`config.mk`:
```
export PLATFORM = sky130hd
export DESIGN_NAME = mc_controller
export DESIGN_NICKNAME = d
export VERILOG_FILES = /design/src/rtl/mc_pkg.sv /design/src/rtl/mc_out_dec.sv /design/src/rtl/mc_controller.sv
export SDC_FILE = /design/constraint.sdc
export NUM_CORES = 1
export LEC_CHECK = 0
export CAP_MARGIN = 20
export CORE_MARGIN = 2
export CORE_UTILIZATION = 40
export CTS_CLUSTER_SIZE = 12
export DETAILED_ROUTE_END_ITERATION = 10
export PLACE_DENSITY_LB_ADDON = 0.15
export SLEW_MARGIN = 0
export SYNTH_ARGS = -nofsm -noshare
export SYNTH_HDL_FRONTEND = slang
export SYNTH_SLANG_ARGS = --single-unit
```
`constraint.sdc`:
```
create_clock -name clk_i -period 4.5 [get_ports clk_i]
set_clock_uncertainty 0.15 [all_clocks]
set_input_delay 0.9 -clock clk_i [delete_from_list [all_inputs] [get_ports clk_i]]
set_output_delay 0.9 -clock clk_i [all_outputs]
set_load 0.1 [all_outputs]
```
`src/rtl/mc_pkg.sv`:
```
// Shared encodings and the control-word payload for the multicycle MIPS-subset controller.
package mc_pkg;

    localparam int unsigned STATE_W = 4;
    localparam int unsigned OP_W    = 6;
    localparam int unsigned FUNCT_W = 6;

    typedef enum logic [STATE_W-1:0] {
        FETCH   = 4'd0,
        DECODE  = 4'd1,
        MEMADR  = 4'd2,
        MEMRD   = 4'd3,
        MEMWB   = 4'd4,
        MEMWR   = 4'd5,
        RTYPEEX = 4'd6,
        RTYPEWB = 4'd7,
        BEQEX   = 4'd8,
        BNEEX   = 4'd9,
        ADDIEX  = 4'd10,
        ADDIWB  = 4'd11,
        JEX     = 4'd12
    } state_t;

    localparam logic [OP_W-1:0] OP_RTYPE = 6'h00;
    localparam logic [OP_W-1:0] OP_J     = 6'h02;
    localparam logic [OP_W-1:0] OP_BEQ   = 6'h04;
    localparam logic [OP_W-1:0] OP_BNE   = 6'h05;
    localparam logic [OP_W-1:0] OP_ADDI  = 6'h08;
    localparam logic [OP_W-1:0] OP_LW    = 6'h23;
    localparam logic [OP_W-1:0] OP_SW    = 6'h2B;

    localparam logic [FUNCT_W-1:0] FUNCT_SLL = 6'h00;
    localparam logic [FUNCT_W-1:0] FUNCT_SRL = 6'h02;
    localparam logic [FUNCT_W-1:0] FUNCT_SRA = 6'h03;

    localparam logic [1:0] ALU_ADD   = 2'b00;
    localparam logic [1:0] ALU_SUB   = 2'b01;
    localparam logic [1:0] ALU_FUNCT = 2'b10;

    localparam logic [1:0] SRCB_REGB    = 2'b00;
    localparam logic [1:0] SRCB_FOUR    = 2'b01;
    localparam logic [1:0] SRCB_IMM     = 2'b10;
    localparam logic [1:0] SRCB_IMM_SH2 = 2'b11;

    localparam logic [1:0] PCSRC_ALU    = 2'b00;
    localparam logic [1:0] PCSRC_ALUOUT = 2'b01;
    localparam logic [1:0] PCSRC_JUMP   = 2'b10;

    // Every datapath select and enable driven by the controller.
    typedef struct packed {
        logic       mem_req;
        logic       mem_write;
        logic       iord;
        logic       ir_write;
        logic       pc_en;
        logic [1:0] pc_src;
        logic       alu_src_a;
        logic [1:0] alu_src_b;
        logic       apply_shift;
        logic [1:0] alu_alt_ctrl;
        logic       reg_dst_rtrd;
        logic       mem_to_reg;
        logic       enable_wreg;
    } ctrl_t;

    // Shift R-types route reg B to ALU input A and shamt to input B.
    function automatic logic is_shift(input logic [FUNCT_W-1:0] funct);
        return (funct == FUNCT_SLL) || (funct == FUNCT_SRL) || (funct == FUNCT_SRA);
    endfunction

endpackage

```
`src/rtl/mc_out_dec.sv`:
```
// State-to-control-word decoder; pc_en/ir_write are qualified by zero/ready.
module mc_out_dec
    import mc_pkg::*;
(
    input  state_t             state,
    input  logic [FUNCT_W-1:0] funct,
    input  logic               zero,
    input  logic               mem_ready,
    output ctrl_t              ctrl
);

    // Decode the control word; unlisted fields and unreached encodings stay 0.
    always_comb begin
        ctrl = '0;
        case (state)
            FETCH: begin
                ctrl.mem_req   = 1'b1;
                ctrl.alu_src_b = SRCB_FOUR;
                ctrl.ir_write  = mem_ready;
                ctrl.pc_en     = mem_ready;
            end
            DECODE: begin
                ctrl.alu_src_b = SRCB_IMM_SH2;
            end
            MEMADR, ADDIEX: begin
                ctrl.alu_src_a = 1'b1;
                ctrl.alu_src_b = SRCB_IMM;
            end
            MEMRD: begin
                ctrl.mem_req = 1'b1;
                ctrl.iord    = 1'b1;
            end
            MEMWB: begin
                ctrl.mem_to_reg  = 1'b1;
                ctrl.enable_wreg = 1'b1;
            end
            MEMWR: begin
                ctrl.mem_req   = 1'b1;
                ctrl.mem_write = 1'b1;
                ctrl.iord      = 1'b1;
            end
            RTYPEEX: begin
                ctrl.alu_src_a    = 1'b1;
                ctrl.alu_src_b    = SRCB_REGB;
                ctrl.alu_alt_ctrl = ALU_FUNCT;
                ctrl.apply_shift  = is_shift(funct);
            end
            RTYPEWB: begin
                ctrl.reg_dst_rtrd = 1'b1;
                ctrl.enable_wreg  = 1'b1;
            end
            BEQEX, BNEEX: begin
                ctrl.alu_src_a    = 1'b1;
                ctrl.alu_src_b    = SRCB_REGB;
                ctrl.alu_alt_ctrl = ALU_SUB;
                ctrl.pc_src       = PCSRC_ALUOUT;
                ctrl.pc_en        = (state == BEQEX) ? zero : ~zero;
            end
            ADDIWB: begin
                ctrl.enable_wreg = 1'b1;
            end
            JEX: begin
                ctrl.pc_src = PCSRC_JUMP;
                ctrl.pc_en  = 1'b1;
            end
            default: ctrl = '0;
        endcase
    end

endmodule

```
`src/rtl/mc_controller.sv`:
```
// Multicycle control FSM: state register, next-state logic and reset gating of enables.
module mc_controller
    import mc_pkg::*;
(
    input  logic               clk_i,
    input  logic               reset_i,
    input  logic [OP_W-1:0]    op_i6,
    input  logic [FUNCT_W-1:0] funct_i6,
    input  logic               zero_i,
    input  logic               mem_ready_i,
    output logic               mem_req_o,
    output logic               mem_write_o,
    output logic               iord_o,
    output logic               ir_write_o,
    output logic               pc_en_o,
    output logic [1:0]         pc_src_o2,
    output logic               alu_src_a_o,
    output logic [1:0]         alu_src_b_o2,
    output logic               apply_shift_o,
    output logic [1:0]         alu_alt_ctrl_o2,
    output logic               reg_dst_rtrd_o,
    output logic               mem_to_reg_o,
    output logic               enable_wreg_o,
    output logic               illegal_o
);

    state_t state_q;
    state_t state_n;
    state_t dec_state;
    logic   illegal_c;
    ctrl_t  ctrl_dec;
    ctrl_t  ctrl;

    // State register with synchronous reset to FETCH.
    always_ff @(posedge clk_i) begin
        if (reset_i) state_q <= FETCH;
        else         state_q <= state_n;
    end

    // Next-state and illegal-opcode detection.
    always_comb begin
        state_n   = FETCH;
        illegal_c = 1'b0;
        case (state_q)
            FETCH:   state_n = mem_ready_i ? DECODE : FETCH;
            DECODE: begin
                case (op_i6)
                    OP_LW, OP_SW: state_n = MEMADR;
                    OP_RTYPE:     state_n = RTYPEEX;
                    OP_BEQ:       state_n = BEQEX;
                    OP_BNE:       state_n = BNEEX;
                    OP_ADDI:      state_n = ADDIEX;
                    OP_J:         state_n = JEX;
                    default: begin
                        state_n   = FETCH;
                        illegal_c = 1'b1;
                    end
                endcase
            end
            MEMADR: begin
                if (op_i6 == OP_LW)      state_n = MEMRD;
                else if (op_i6 == OP_SW) state_n = MEMWR;
                else                     state_n = FETCH;
            end
            MEMRD:   state_n = mem_ready_i ? MEMWB : MEMRD;
            MEMWB:   state_n = FETCH;
            MEMWR:   state_n = mem_ready_i ? FETCH : MEMWR;
            RTYPEEX: state_n = RTYPEWB;
            RTYPEWB: state_n = FETCH;
            BEQEX:   state_n = FETCH;
            BNEEX:   state_n = FETCH;
            ADDIEX:  state_n = ADDIWB;
            ADDIWB:  state_n = FETCH;
            JEX:     state_n = FETCH;
            default: state_n = FETCH;
        endcase
    end

    // In reset the selects show FETCH values; enables are masked below.
    assign dec_state = reset_i ? FETCH : state_q;

    mc_out_dec u_out_dec (
        .state     (dec_state),
        .funct     (funct_i6),
        .zero      (zero_i),
        .mem_ready (mem_ready_i),
        .ctrl      (ctrl_dec)
    );

    // Reset aborts any in-flight instruction: no memory, PC, IR or register writes.
    always_comb begin
        ctrl = ctrl_dec;
        if (reset_i) begin
            ctrl.mem_req     = 1'b0;
            ctrl.mem_write   = 1'b0;
            ctrl.ir_write    = 1'b0;
            ctrl.pc_en       = 1'b0;
            ctrl.enable_wreg = 1'b0;
        end
    end

    assign mem_req_o       = ctrl.mem_req;
    assign mem_write_o     = ctrl.mem_write;
    assign iord_o          = ctrl.iord;
    assign ir_write_o      = ctrl.ir_write;
    assign pc_en_o         = ctrl.pc_en;
    assign pc_src_o2       = ctrl.pc_src;
    assign alu_src_a_o     = ctrl.alu_src_a;
    assign alu_src_b_o2    = ctrl.alu_src_b;
    assign apply_shift_o   = ctrl.apply_shift;
    assign alu_alt_ctrl_o2 = ctrl.alu_alt_ctrl;
    assign reg_dst_rtrd_o  = ctrl.reg_dst_rtrd;
    assign mem_to_reg_o    = ctrl.mem_to_reg;
    assign enable_wreg_o   = ctrl.enable_wreg;
    assign illegal_o       = illegal_c & ~reset_i;

endmodule

```
==> metrics.cfg <==
[run_status]
status = complete, no violations

[synth]
syn-num-nets = 108
synth_ff_type = dfxtp_1
netlist.area_leader.share_pct = 13.6
synth-async-reset-ratio_pct = 0
ys_warn_count = 0
yosysTopAreaCell = dfxtp_1
synth_area_leaders = dfxtp_1, nor2_1, nor3_1
synth_area_um2 = 591
synthTopCellsByCount = nor2_1, nor3_1, nand2_1
yosysMostFrequentCell = nor2_1
syn_inst = 92
synth_edf_count = 0
avgSynthCellArea_um2 = 6.42
synthDistinctLibCells = 35
ys_seq_elements = 4
synth-seq-area-share_pct = 13.6

[timing]
drv_slew = 0
setup_viol = 0
timing.hold.ws_ns = 0.554
rsz0062_at_grt = false
worst_pin_slew_ns = 0.665
fmax_ghz = 0.275
period_share_pct = 80.9
finalHoldViolations = 0
relSlewSlack_pct = 55.6
period_needed_ns = 3.64

[min_path]
hold_path_class = reg -> reg

[detailed_routing]
first_pass_iters = 4
drt_iter0_drc = 31
ant_nets = 0
wl_per_cell_um = 12.5
post-route-drc-count = 0
via_per_inst = 5.77
finalWirelength_um = 1690
vias = 779

[pwr]
leakage_nw = 0.338
ir_drop_v = 0.000186
power.total_w = 0.000144
power_density_mw_per_mm2 = 160

[grt]
grt_use_total_pct = 21.0
grt_pass1_wl_um = 3060
grt_remaining_overflow = 0
grt_max_degree = 20
grt_pass1_vias = 710
antenna_found_initial = 0

[die]
dieHeight_um = 42.4
boundaryPins = 33
core.rowCount = 13
die_area_mm2 = 0.00180
core_mm2 = 0.00133
die_w_um = 42.4
start_util_pct = 44.3

[clocking]
cts_tree = yes
clock-sinks = 4
cts_buffer_depth = 2
cts_hold_buf = 0
clkLatencyLatePin_ns = 0.23
cts_inserted_buffers = 3
clkTransAtPathRegs_ns = 0.03
cts.htree.levels = 1
postCtsSetupBuffers = 0
cts_resized = 0
cts_root_buf = clkbuf_4

[finish]
syn_to_final_growth_pct = 52.1
largest_reg_flops = 4
n_antenna_cell = 0
finalInstanceArea_um2 = 898
reg_top3 = state_q x4
drive_gt1_share_pct = 21.7
n_fill_cell = 140
top_register = state_q
layout.nets = 138
final_util_pct = 67.4
finalNonFillerCells = 135

[setup_path]
cp-start-kind = primary input
crit_arrival_ns = 2.59
critPathRequiredTime_ns = 3.45
path_class = in -> out
cp_max_fo = 13
cp-end-kind = output port

[place]
gp_congestion = 0.856
port_buffers = 32
placement.cell_area_um2 = 876
post-dp-hpwl_um = 1340
dp_cells = 132

[flow_run]
max_cap_viol_count = 0

[layout by cell type, fill, tap and decap left out, drive strengths merged, types with 3 or more instances in the layout]
cell and count:
o21ai 5, nor4 5, clkbuf 3, a21oi 3, nand2 8, nand2b 6
nor3 9, buf 17, clkdlybuf4s50 15, nor2 14, dfxtp 4, and3 4
[path summary, 6_finish.rpt]
kind	start	cells after the start	endpoint	slack [ns]
worst max-delay path	reset_i	6	apply_shift_o	0.86
worst min-delay path	state_q[3]	2	state_q[3]	0.55
worst max register to register	state_q[0]	4	state_q[3]	2.52
worst min register to register	state_q[3]	2	state_q[3]	0.55
[layer usage]
layer  share of wire [%]  routed length [um]  global-route usage [%]  vias up
met3                 7.1                 119                    3.88        0
met5                   0                   0                       0        -
li1                    -                   -                       -      404
met2                  50                 844                    36.3       33
met1                  43                 723                    27.9      342
met4                   0                   0                    1.88        0
[critical path, cell delays in order]
cell	delay (ns)
clkdlybuf4s50_1	0.66
nor2_1	0.28
nand2_1	0.13
nor2_1	0.17
and3_1	0.16
buf_4	0.28
[stage by stage]
| stage | worst slack, ns | TNS, ns |
|---|---|---|
| floorplan | -0.167 | -0.167 |
| global placement | 0.924 | 0 |
| detailed placement | 0.868 | 0 |
| CTS | 0.870 | 0 |
| global route | 0.671 | 0 |
| finish | 0.858 | 0 |
[layout make-up]
class | count | area, um^2 | area share (%)
timing repair buffer | 32 | 278 | 30.9
inverter | 2 | 7.51 | 0.836
tap | 15 | 18.8 | 2.09
sequential | 4 | 80.1 | 8.91
multi-input combinational | 79 | 492 | 54.7
clock buffer | 3 | 22.5 | 2.51
[kinds of logic (layout without fill, tap and decap cells)]
family	Yosys count	in the layout	synth area share, %
AOI/OAI and AO/OA	21	21	25.8
xor gates and xnor gates	2	2	2.97
buffers and inverters	9	37	6.78
DFF	4	4	13.6
muxes	1	1	1.69
and+or+nand+nor	55	55	49.2
[power by group]
group / total, W / internal [W] / switching [W] / leakage (nW)
Clock: 0.0000426 / 0.0000297 / 0.0000128 / 0.0138
Combinational: 0.0000615 / 0.0000233 / 0.0000382 / 0.292
Sequential: 0.0000395 / 0.0000364 / 0.00000308 / 0.0325
Total: 0.000144 / 0.0000894 / 0.0000541 / 0.338
Power figures use the tool's default switching activity.
